--- src/rtl/ram_fifo_ctrl.sv ---
// FIFO controller in front of an external dual-port RAM with a registered read port.
// A 2-entry output buffer gives first-word-fall-through data and keeps streaming bubble-free.
module ram_fifo_ctrl #(
  parameter int CAddrLen = 8,
  parameter int CDataLen = 16
) (
  input  logic                AClkH,
  input  logic                AResetH,
  input  logic                AClkHEn,
  input  logic [CDataLen-1:0] AWrData,
  input  logic                AWrStrobe,
  output logic                AFull,
  output logic [CDataLen-1:0] ARdData,
  output logic                ARdValid,
  input  logic                ARdAck,
  output logic [CAddrLen-1:0] ARamWrAddr,
  output logic [CDataLen-1:0] ARamWrData,
  output logic                ARamWrEn,
  output logic [CAddrLen-1:0] ARamRdAddr,
  output logic                ARamRdEn,
  input  logic [CDataLen-1:0] ARamRdData,
  output logic [CAddrLen+1:0] ACount,
  output logic                AOvf
);

  localparam logic [CAddrLen:0] CDepth = {1'b1, {CAddrLen{1'b0}}};

  logic [CAddrLen-1:0] wrPtr;
  logic [CAddrLen-1:0] rdPtr;
  logic [CAddrLen:0]   memCnt;
  logic                inFlight;
  logic [1:0]          bufCnt;
  logic [CDataLen-1:0] bufHead;
  logic [CDataLen-1:0] bufTail;

  logic       push;
  logic       pop;
  logic       issue;
  logic       capture;
  logic       captureToHead;
  logic [1:0] occupancy;

  // Every strobe is masked by reset so nothing reaches the RAM during reset cycles.
  always_comb begin
    push          = AClkHEn & ~AResetH & AWrStrobe & ~AFull;
    pop           = AClkHEn & ~AResetH & ARdAck & ARdValid;
    capture       = AClkHEn & ~AResetH & inFlight;
    occupancy     = bufCnt + 2'(inFlight) - 2'(pop);
    issue         = AClkHEn & ~AResetH & (memCnt != '0) & (occupancy < 2'd2);
    captureToHead = (bufCnt == 2'd0) || ((bufCnt == 2'd1) && pop);
  end

  assign AFull      = (memCnt == CDepth);
  assign ARamWrEn   = push;
  assign ARamWrAddr = wrPtr;
  assign ARamWrData = AWrData;
  assign ARamRdEn   = issue;
  assign ARamRdAddr = rdPtr;
  assign ARdValid   = (bufCnt != 2'd0);
  assign ARdData    = ARdValid ? bufHead : '0;
  assign ACount     = (CAddrLen+2)'(memCnt) + (CAddrLen+2)'(inFlight) + (CAddrLen+2)'(bufCnt);

  always_ff @(posedge AClkH) begin
    if (AResetH) begin
      wrPtr    <= '0;
      rdPtr    <= '0;
      memCnt   <= '0;
      inFlight <= 1'b0;
      bufCnt   <= 2'd0;
      AOvf     <= 1'b0;
    end else if (AClkHEn) begin
      if (push)  wrPtr <= wrPtr + CAddrLen'(1);
      if (issue) rdPtr <= rdPtr + CAddrLen'(1);
      memCnt   <= memCnt + (CAddrLen+1)'(push) - (CAddrLen+1)'(issue);
      inFlight <= issue;
      bufCnt   <= bufCnt + 2'(capture) - 2'(pop);
      if (AWrStrobe && AFull) AOvf <= 1'b1;
    end
  end

  // NOTE: the buffer payload is deliberately not reset; bufCnt qualifies it and
  // ARdData is forced to zero whenever the buffer is empty.
  always_ff @(posedge AClkH) begin
    if (pop) bufHead <= bufTail;
    if (capture) begin
      if (captureToHead) bufHead <= ARamRdData;
      else               bufTail <= ARamRdData;
    end
  end

endmodule

--- config.mk ---
export PLATFORM = sky130hd
export DESIGN_NAME = ram_fifo_ctrl
export DESIGN_NICKNAME = d
export VERILOG_FILES = /design/src/rtl/ram_fifo_ctrl.sv
export SDC_FILE = /design/constraint.sdc
export NUM_CORES = 1
export LEC_CHECK = 0
export ABC_AREA = 0
export CAP_MARGIN = 25
export CELL_PAD_IN_SITES_DETAIL_PLACEMENT = 0
export CELL_PAD_IN_SITES_GLOBAL_PLACEMENT = 2
export CORE_MARGIN = 2
export CORE_UTILIZATION = 28
export CTS_BUF_LIST = sky130_fd_sc_hd__clkbuf_8 sky130_fd_sc_hd__clkbuf_16
export CTS_CLUSTER_DIAMETER = 150
export DETAILED_ROUTE_END_ITERATION = 6
export PLACE_DENSITY_LB_ADDON = 0.1
export SYNTH_ARGS = -nofsm -noshare
export SYNTH_HDL_FRONTEND = slang
export SYNTH_SLANG_ARGS = --single-unit
--- constraint.sdc ---
create_clock -name AClkH -period 4.35 [get_ports AClkH]
set_input_delay 0.87 -clock AClkH [delete_from_list [all_inputs] [get_ports AClkH]]
set_output_delay 0.87 -clock AClkH [all_outputs]
set_load 0.005 [all_outputs]
# Word level (Yosys, flattened, before mapping)
# Index checks and enable logic that the tools add are counted.
dict set report word_totals {
  ff_bits 61
  output_inout_bits 63
  in_bits 37
}
dict set report classes {
  eq_ne 2
  muxes 4
  addsub 10
  reduce_logical 10
  order_cmp 1
  n_bitwise 11
}
# cell count
set op_table {}
lappend op_table {{16-bit two-way mux} 4}
lappend op_table {{8-bit by 1-bit adder with 8-bit output, second input constant} 2}
lappend op_table {{10-bit by 2-bit adder with 10-bit output} 1}
lappend op_table {{9-bit by 1-bit adder with 10-bit output} 1}
lappend op_table {{9-bit by 1-bit adder with 9-bit output} 1}
lappend op_table {{9-bit equality test, second input constant} 1}
lappend op_table {{9-bit nonzero test} 1}
lappend op_table {{9-bit by 1-bit subtractor with 9-bit output} 1}
lappend op_table {{1-bit bitwise AND} 8}
lappend op_table {{2-bit AND reduction} 4}
lappend op_table {{2-bit by 1-bit adder with 2-bit output} 2}
lappend op_table {{2-bit by 1-bit subtractor with 2-bit output} 2}
lappend op_table {{1-bit NOT} 3}
lappend op_table {{2-bit by 1-bit equality test with 1-bit output, second input constant} 1}
lappend op_table {{1-bit logical AND} 2}
lappend op_table {{2-bit logical NOT} 1}
lappend op_table {{2-bit < comparator, second input constant} 1}
lappend op_table {{2-bit nonzero test} 1}
lappend op_table {{1-bit logical OR} 1}

# Longest topological paths before layout
dict set report logic_depth {
  ltp_word 8
  depth_mapped 16
  ltp_nobuf 16
}

# Least setup slack after synthesis
# Ideal clock, no wire load.
dict set report synth_path {
  path_kind {input port to flip-flop}
  startpoint {input port ARdAck}
  endpoint {register memCnt[8]}
  stages 14
  slack_ns 0.997
  arrival_time_ns 3.268
  n_path_buf 0
  path_cell_list {nor2b_4 and3_2 o31ai_4 nor2_1 ha_1 inv_1 ha_1 inv_1 fa_1 nor2b_1 o311a_1 o21ai_1 xnor2_1 a211oi_1}
}
dict set report synth_via {
  elab_chain_cells 6
}
# item line
set synth_rtl {}
lappend synth_rtl {{start: declaration} 15} ;# input logic ARdAck,
lappend synth_rtl {{1-bit bitwise AND (2 in a row)} 46} ;# pop = AClkHEn & ~AResetH & ARdAck & ARdValid;
lappend synth_rtl {{2-bit by 1-bit subtractor with 2-bit output} 48} ;# occupancy = bufCnt + 2'(inFlight) - 2'(pop);
lappend synth_rtl {{2-bit < comparator} 49} ;# issue = AClkHEn & ~AResetH & (memCnt != '0) & (occupancy < 2'd2);
lappend synth_rtl {{1-bit bitwise AND} 49}
lappend synth_rtl {{net ARamRdEn} 20} ;# output logic ARamRdEn,
lappend synth_rtl {{9-bit by 1-bit subtractor with 9-bit output} 74} ;# memCnt <= memCnt + (CAddrLen+1)'(push) - (CAddrLen+1)'(issue);
lappend synth_rtl {{end signal: assignment} 74}
lappend synth_rtl {{end: declaration} 30} ;# logic [CAddrLen:0] memCnt;
# The timed path passes the listed nets, and every way through them passes these cells.
# A chain may end at the register's enable or synchronous reset.

# Final worst setup path
dict set report layout_path {
  startpoint {input port ARdAck}
  endpoint {register memCnt[8]}
}
dict set report layout_via {
  elab_chain_cells 6
}
# item line
set layout_rtl {}
lappend layout_rtl {{1-bit bitwise AND (2 in a row)} 46}
lappend layout_rtl {{2-bit by 1-bit subtractor with 2-bit output} 48}
lappend layout_rtl {{2-bit < comparator} 49}
lappend layout_rtl {{1-bit bitwise AND} 49}
lappend layout_rtl {{9-bit by 1-bit subtractor with 9-bit output} 74}
# No other way between the ends.

==> reports/results.ini <==
[outcome]
status = finished clean

[power]
power.density_mw_per_mm2 = 463
power.total_mw = 2.05
p_leak_nw = 1.81
worst_ir_drop_vdd_mv = 0.176

[timing]
tightest_slew_ns = 0.609
slew_headroom = 0.594
finClkSkew_ns = 0.00883
setup_tns_ns = 0
rsz0062_at_grt = no
final-max-slew-violation-count = 0
setup_viol = 0
fin_crit_ns = 3.90
max_freq_ghz = 0.256
min_period_over_period = 0.897
hold_viol = 0

[cts]
cts_made_buffers = 9
insertion_delay_ns = 0.32
clock-root-buffer = clkbuf_16
cts_hold_buf = 0
post_cts.repair.setup_buffers = 0
clk_pin_slew_ns = 0.06
post_cts_resized = 0
cts_tree = done
clockBufferDepth = 2
clkSinkCount = 61
htree_levels = 3

[yosys]
syn_nets = 417
ys_types = 52
syn_inst = 355
synth_edf_count = 16
synth_top_area_frac = 0.266
yosysSeqAreaShare = 0.407
yosys.area.top_type = dfxtp_1
synth_seq_cells = 61
synth_top_flop_cell = dfxtp_1
postSynthAreaPerCell_um2 = 9.55
synthesis.area_mm2 = 0.00339
synthTopCellsByArea = dfxtp_1 27%, edfxtp_1 14%, ha_1 8.1%
synthArstFlopShare = 0
yosysWarnings = 0

[global_route]
antenna_found_initial = 0
grtUsageMet3 = 0.0244
use_met2 = 0.212
grtUsageTotal = 0.133
grt_overflow_total = 0
met1_usage = 0.177
grt-busiest-layer = met2
grt_max_degree = 33
grt_pass1_wl_um = 13500
first_global_vias = 2664

[setup_path]
critPathMaxStageDelay_ns = 0.57
crit_chain = clkdlybuf4s50_1, nor2b_4, and3_2, o31ai_4, nor2_1, ha_1, inv_1, ha_1, inv_1, fa_1, nor2b_1, o311a_1, o21ai_1, xnor2_1, a211oi_1
worstSetupStartpointType = input port
critPathSlowestCell = clkdlybuf4s50_1
arrival_ns = 4.14
crit_type = input port to flip-flop
worst-path-max-fanout = 10
ff2ff_path_depth = 16
end_kind = flip-flop
cp_data_required_time_ns = 4.59

[routing]
vias_per_cell = 4.64
vias = 2603
dr.pass1.iters = 4
drt_iter0_markers = 103
wirelength_um = 8160
wl_per_cell_um = 14.5
drtAntennaViolNets = 0
drc = 0

[cells_and_area]
final_cell_mix = 67 x clkdlybuf4s50_1, 45 x dfxtp_1, 28 x nand2_1, 27 x nor2_1
num_antenna_cells = 0
final_area_mm2 = 0.00443
layout-drive-gt1-share = 0.0676
n_fill_cell = 1244
seqCellArea_mm2 = 0.00138
layout_commonest_cell = clkdlybuf4s50_1
multiInputGateArea_mm2 = 0.00174
area_growth_pct = 30.5
nets = 471

[die]
core_mm2 = 0.0119
die_area_mm2 = 0.0130
die_y_um = 114
die_x_um = 114
start_util = 0.285
rows = 40
num_io_pins = 100

[job]
maxCapViolCount = 0

[hold_path]
holdPathStages = 2
min_path_type = flip-flop to flip-flop

[place]
portBuffers = 67
dpl_cell_area_mm2 = 0.00411
place.gp.congestion = 0.752
place_hpwl_um = 5800

==> power by group <==
group          internal [mW]  switching, mW
Sequential             0.671         0.0683
Clock                  0.511          0.251
Combinational          0.286          0.260
==> cells in the mapped netlist (5+ instances only) <==
master    count
o21ai_1      20
clkbuf_1      8
xnor2_1      12
mux2i_1      22
a211oi_1      7
inv_1        19
nand4_1       5
nor2_1       27
nand3_1       7
buf_4        17
nor3_1        5
a21oi_1       8
and2_1       16
nand2_1      28
ha_1         22
edfxtp_1     16
nand2b_1      6
xor2_1        7
dfxtp_1      45
==> registers in the layout, summed over array words and instances, names as in the netlist <==
name,count
inFlight,1
bufTail,16
ARamRdAddr,8
memCnt,9
bufCnt,2
ARamWrAddr,8
bufHead,16
AOvf,1
==> routing by layer <==
metal | wire (um) | part of all wire
met5 | 0 | 0
met4 | 128 | 0.016
met3 | 215 | 0.026
met2 | 3840 | 0.47
met1 | 3970 | 0.49
==> metrics by stage <==
stage / hold slack [ns] / instances / util / worst slack (ns)
CTS: 0.489 / 561 / 0.372 / 0.445
detailed placement: 0.476 / 545 / 0.345 / 0.137
global route: 0.508 / 561 / 0.372 / 0.185
global placement: 0.457 / 545 / 0.345 / 0.178
finish: 0.486 / 561 / 0.372 / 0.448
floorplan: 0.460 / 355 / - / 0.997
==> critical path: cells and delay by family <==
kind                       cells  cell delay [ns]
buffers and inverters          3             0.69
and+or+nand+nor                4             0.62
AOI/OAI and AO/OA              4             0.96
xor gates and xnor gates       1             0.13
adders and majority gates      3             0.86
==> area by class of cell <==
class                   instances  share of cell area
flip-flops and latches         61               0.312
well taps                     147              0.0416
clock buffers                  10              0.0540
repair buffers                 75               0.165
multi-input cells             242               0.392
clock inverters                 6              0.0178
inverters                      20              0.0170
==> path summary, 6_finish.rpt <==
kind | from | to | slack [ns]
worst min-delay path | AOvf$_SDFFE_PP0P_ | AOvf$_SDFFE_PP0P_ | 0.49
worst max-delay path | ARdAck | memCnt[8]$_SDFFE_PP0P_ | 0.45
worst max register to register | memCnt[2]$_SDFFE_PP0P_ | memCnt[8]$_SDFFE_PP0P_ | 0.76
worst min register to register | AOvf$_SDFFE_PP0P_ | AOvf$_SDFFE_PP0P_ | 0.49
==> cells by family (layout without fill, tap and decap cells) <==
family	Yosys count	count (layout)	share of synthesized area
compound gates	63	63	0.129
xor+xnor	19	19	0.0491
fa+ha+maj	25	25	0.0989
buf+inv	52	111	0.0823
flops	61	61	0.407
mux	22	22	0.0649
simple gates	113	113	0.169
Power figures use the tool's default switching activity.
